**src/rtl/str_ppl_pkg.sv**
```systemverilog
// Shared helpers for the str_ppl family of stream blocks: width math, pointer wrap
// and parameter legality.
package str_ppl_pkg;

  function automatic int unsigned lvl_w(input int unsigned depth);
    return $clog2(depth + 1);
  endfunction

  // Pointer width for a storage array of `slots` entries; never narrower than 1 bit.
  function automatic int unsigned ptr_w(input int unsigned slots);
    return (slots > 1) ? $clog2(slots) : 1;
  endfunction

  // Explicit wrap so non-power-of-2 storage sizes work.
  function automatic int unsigned ptr_inc(input int unsigned ptr, input int unsigned slots);
    return (ptr + 1 >= slots) ? 0 : ptr + 1;
  endfunction

  function automatic bit params_ok(input int unsigned depth, input int unsigned afull_th);
    return (depth >= 2) && (afull_th >= 1) && (afull_th <= depth);
  endfunction

endpackage

```
**src/rtl/str_ppl_fifo.sv**
```systemverilog
// Valid/ready stream FIFO with registered handshakes, first-word-fall-through output
// register, occupancy flags and synchronous flush.
module str_ppl_fifo
  import str_ppl_pkg::*;
#(
  parameter int unsigned WIDTH    = 32,
  parameter int unsigned DEPTH    = 4,
  parameter int unsigned AFULL_TH = DEPTH - 1,
  parameter string       SIM      = "FALSE",
  parameter string       DEBUG    = "FALSE"
) (
  input  logic                      i_clk,
  input  logic                      i_rst,
  input  logic                      i_flush,
  input  logic [WIDTH-1:0]          inp_str_data,
  input  logic                      inp_str_vld,
  output logic                      inp_str_rdy,
  output logic [WIDTH-1:0]          oup_str_data,
  output logic                      oup_str_vld,
  input  logic                      oup_str_rdy,
  output logic [lvl_w(DEPTH)-1:0]   o_level,
  output logic                      o_empty,
  output logic                      o_afull
);

  localparam int unsigned NS     = DEPTH - 1;
  localparam int unsigned LW     = lvl_w(DEPTH);
  localparam int unsigned PW     = ptr_w(NS);
  localparam bit          DbgEn  = (DEBUG == "TRUE");

  if (!params_ok(DEPTH, AFULL_TH)) begin : g_bad_params
    $error("str_ppl_fifo: illegal DEPTH/AFULL_TH combination");
  end

  logic [WIDTH-1:0] mem [NS];

  logic [PW-1:0]    rd_ptr_q, rd_ptr_d, wr_ptr_q, wr_ptr_d;
  logic [LW-1:0]    level_q, level_d;
  logic [WIDTH-1:0] data_q, data_d;
  logic             vld_q, vld_d, rdy_q, rdy_d, empty_q, empty_d, afull_q, afull_d;
  logic             push, pop, stor_any, rd_en, wr_en, bypass;

  always_comb begin
    push     = inp_str_vld & rdy_q;
    pop      = vld_q & oup_str_rdy;
    // Storage holds level-1 words whenever the output register is occupied.
    stor_any = (level_q > LW'(1));
    rd_en    = pop & stor_any & ~i_flush;
    bypass   = push & (~vld_q | (pop & ~stor_any)) & ~i_flush;
    wr_en    = push & ~bypass & ~i_flush;

    rd_ptr_d = rd_ptr_q;
    wr_ptr_d = wr_ptr_q;
    level_d  = level_q;
    data_d   = data_q;

    if (i_flush) begin
      rd_ptr_d = '0;
      wr_ptr_d = '0;
      level_d  = '0;
    end else begin
      level_d = level_q + LW'(push) - LW'(pop);
      if (rd_en) begin
        data_d   = mem[rd_ptr_q];
        rd_ptr_d = PW'(ptr_inc(32'(rd_ptr_q), NS));
      end
      if (bypass) data_d = inp_str_data;
      if (wr_en) wr_ptr_d = PW'(ptr_inc(32'(wr_ptr_q), NS));
    end

    vld_d   = (level_d != '0);
    rdy_d   = (level_d < LW'(DEPTH)) & ~i_flush;
    empty_d = (level_d == '0);
    afull_d = (level_d >= LW'(AFULL_TH));
  end

  always_ff @(posedge i_clk or posedge i_rst) begin
    if (i_rst) begin
      rd_ptr_q <= '0;
      wr_ptr_q <= '0;
      level_q  <= '0;
      data_q   <= '0;
      vld_q    <= 1'b0;
      rdy_q    <= 1'b0;
      empty_q  <= 1'b1;
      afull_q  <= 1'b0;
    end else begin
      rd_ptr_q <= rd_ptr_d;
      wr_ptr_q <= wr_ptr_d;
      level_q  <= level_d;
      data_q   <= data_d;
      vld_q    <= vld_d;
      rdy_q    <= rdy_d;
      empty_q  <= empty_d;
      afull_q  <= afull_d;
    end
  end

  // Data array is deliberately unreset. In debug builds a drained slot is zeroed so
  // stale words are easy to tell apart from live ones in waveforms.
  always_ff @(posedge i_clk) begin
    if (DbgEn && rd_en) mem[rd_ptr_q] <= '0;
    if (wr_en) mem[wr_ptr_q] <= inp_str_data;
  end

  assign inp_str_rdy  = rdy_q;
  assign oup_str_data = data_q;
  assign oup_str_vld  = vld_q;
  assign o_level      = level_q;
  assign o_empty      = empty_q;
  assign o_afull      = afull_q;

  if (SIM == "TRUE") begin : g_sim_chk
    always @(posedge i_clk) begin
      if (!i_rst) begin
        assert (!(push && (level_q == LW'(DEPTH))));
        assert (!(pop && (level_q == '0)));
        assert (level_q <= LW'(DEPTH));
      end
    end
  end

endmodule

```
**config.mk**
```make
export PLATFORM = sky130hd
export DESIGN_NAME = str_ppl_fifo
export DESIGN_NICKNAME = d
export VERILOG_FILES = /design/src/rtl/str_ppl_pkg.sv /design/src/rtl/str_ppl_fifo.sv
export SDC_FILE = /design/constraint.sdc
export NUM_CORES = 1
export LEC_CHECK = 0
export ABC_CLOCK_PERIOD_IN_PS = 6200
export BUFFER_PORTS_ARGS = -buffer_cell sky130_fd_sc_hd__buf_4
export CAP_MARGIN = 10
export CORE_MARGIN = 4
export CORE_UTILIZATION = 35
export DETAILED_ROUTE_END_ITERATION = 8
export SLEW_MARGIN = 25
export SYNTH_ARGS = -nofsm -noshare
export SYNTH_HDL_FRONTEND = slang
export SYNTH_SLANG_ARGS = --single-unit
```
**constraint.sdc**
```tcl
create_clock -name i_clk -period 6.2 [get_ports i_clk]
set_input_delay 1.24 -clock i_clk [delete_from_list [all_inputs] [get_ports i_clk]]
set_output_delay 1.24 -clock i_clk [all_outputs]
set_load 0.05 [all_outputs]
```
==> out/results.txt <==
Crit path required time: 6.29 ns
Final Setup Violations: 0
IO Pins: 76
Area contributors post-synth: edfxtp_1 52%, dfrtp_1 19%, a221o_1 6.0%
Synth cell types: 34
clk sinks: 139
total congestion overflow: 0
Setup TNS: 0 ns
Core Util, Final: 0.452
HPWL after DPL: 7.30 mm
CP Class: in2reg
R2R depth: 7
CTS Root Cell: clkbuf_16
n_diodes: 0
R2R Path Start: o_level[1]
core region area: 0.0153 sq mm
Max Cap Violations: 0
outcome: finished clean
cell row count: 45
Area Growth Syn to Fin: 26.0%
fmax: 351 MHz
worst setup path start: oup_str_rdy
Crit. End Element: flop
clk_skew: 0.00476 ns
Post-DRT Antenna Nets: 0
GRT Total Usage: 0.139
Rel. slew slack: 0.435
top_reg_cell synth: edfxtp_1
Clock Power Share: 0.309
worst-path maximum fanout: 39
routed vias: 3293
Comb power frac: 0.307
flop-to-flop setup slack: 3.59 ns
starting density of the core: 0.359
Pre-Repair DR Iteration Count: 4
clk_lat worst skew: 0.41 ns
Hold WS: 0.508 ns
final count of pins violating max slew: 0
Power Density: 456 mW/mm^2
Final nets: 485
internal power: 2090 uW
largest area contributor in the netlist: edfxtp_1
largest net degree at the start of global routing: 68
hold crit path type: reg2reg
RR Endpoint: mem[1][26]
DRC violations left: 0
CP Launch Type: input pin
clock buffer count from CTS: 17
most frequent cell after synthesis: edfxtp_1
RSZ-0062 raised after global routing: false
first-pass GRT wire length: 19.1 mm
maximum root-to-sink buffer count: 2
Syn Inst Count: 366
fraction of registers with async set/reset: 0.309
Setup crit end: mem[1][26]
worst vdd ir: 0.000158 V
Port Buffers: 75
DR WL/cell: 17.7 microns
area of the mapped netlist: 0.00550 sq mm
top cell type's share of synthesized area: 0.524
Slew @ Worst Pin: 0.847 ns
post-route minimum period: 2.85 ns
htree depth: 4
Sw Ratio: 0.339
Flop pwr share: 0.385
Worst Path Arrival: 2.94 ns
TritonCTS clock tree: yes
syn_nets: 407
sw power: 1070 uW
most frequent cells after synthesis: 96 x edfxtp_1, 42 x dfrtp_1, 35 x nand2_1
Final Power: 3160 uW
synthesis warning total: 0
Post-CTS Setup Bufs: 0
Die Ht: 133 microns
register area share after synthesis: 0.720
Gates resized, CTS repair: 0
register bit total from synthesis: 139
P_leak: 0.00267 uW
initial antenna violation count: 0
Post-Route WL: 11.8 mm
CTS hold repair buffers: 0
number of enable flip-flop cells after synthesis: 96
DRT iter0 DRCs: 197
Via density: 4.93
vias in the first global route: 3512
chip width: 133 microns
final hold vios: 0
Die Area: 0.0178 sq mm
average size of a mapped cell: 15.0 sq um
routability congestion estimate: 0.726
final worst-path cycle share: 0.460
layout cells sized above 1: 0.263
Worst-path clk slew: 0.05 ns
==> worst min-delay path by stage <==
stage,startpoint,end,slack [ns],cells past startpoint
after floorplan,mem[2][16],oup_str_data[16],0.55,3
after global placement,oup_str_data[24],oup_str_data[24],0.50,1
after detailed placement,oup_str_data[19],oup_str_data[19],0.50,1
after CTS,oup_str_data[19],oup_str_data[19],0.51,1
after global routing,oup_str_data[3],oup_str_data[3],0.53,1
final,oup_str_data[23],oup_str_data[23],0.51,1
==> state kept, by name, indices dropped and copies added, names as in the netlist <==
register      cells
o_afull           1
o_empty           1
wr_ptr_q          2
mem              96
o_level           3
inp_str_rdy       1
oup_str_vld       1
oup_str_data     32
rd_ptr_q          2
==> logic make-up after synthesis <==
kind of cell / count (synthesis) / share of synthesized area
flip-flops: 139 / 0.720
AND/OR/NAND/NOR: 85 / 0.0856
AO/OA/AOI/OAI: 73 / 0.0979
buffers and inverters: 32 / 0.0257
multiplexers: 32 / 0.0583
adder cells (fa/ha/maj): 4 / 0.0105
XOR/XNOR: 1 / 0.00159
==> worst max-delay path: stages <==
cell	delay (ns)
buf_4	0.13
a21bo_1	0.16
buf_4	0.26
nor4bb_4	0.65
buf_6	0.24
buf_4	0.26
==> cell usage in the layout (no fill, tap or decap), types with 2 or more instances in the layout <==
cell type / Yosys / routed
a21oi_1: 4 / 4
a221o_1: 33 / 33
and3_1: 32 / 32
buf_4: 0 / 83
bufinv_16: 0 / 3
clkbuf_1: 14 / 5
clkbuf_16: 0 / 17
clkinv_2: 0 / 7
dfrtp_1: 42 / 40
edfxtp_1: 96 / 96
ha_1: 3 / 3
inv_1: 5 / 4
mux2i_1: 32 / 32
nand2_1: 35 / 35
nor2b_1: 3 / 3
nor4bb_4: 0 / 2
o21ai_0: 32 / 32
o21ai_1: 2 / 2
or3_1: 2 / 2
==> routing by layer <==
layer  vias up  wire length, microns  GRT usage
li1       1563                     -          -
met4         0                   140     0.0463
met2        78                  5760      0.225
met5         -                     0          0
met1      1639                  5250      0.176
met3        13                   664     0.0476
==> layout make-up <==
cell class              instances  area, sq um
flip-flops and latches        139         3970
clock buffers                  22          444
repair buffers                 85          662
inverters                       6         23.8
clock inverters                10          124
multi-input cells             195         1440
well taps                     211          264
fillers                      1407         8390
==> power by group through the flow <==
stage                     logic [uW]  registers (uW)  clock network (uW)
after floorplan                  317            1580                   0
after global placement           949            1240                   0
after detailed placement         959            1250                   0
after CTS                        961            1230                 996
after global routing            1030            1230                1040
final                            969            1210                 976
==> stage by stage <==
step | instances | cell area [sq um] | setup slack [ns]
floorplan | 366 | 5500 | 0.455
global placement | 634 | 6310 | 2.65
detailed placement | 635 | 6320 | 2.88
CTS | 667 | 6890 | 3.32
global route | 668 | 6920 | 3.20
finish | 668 | 6920 | 3.35
(Power assumes the default switching activity.)
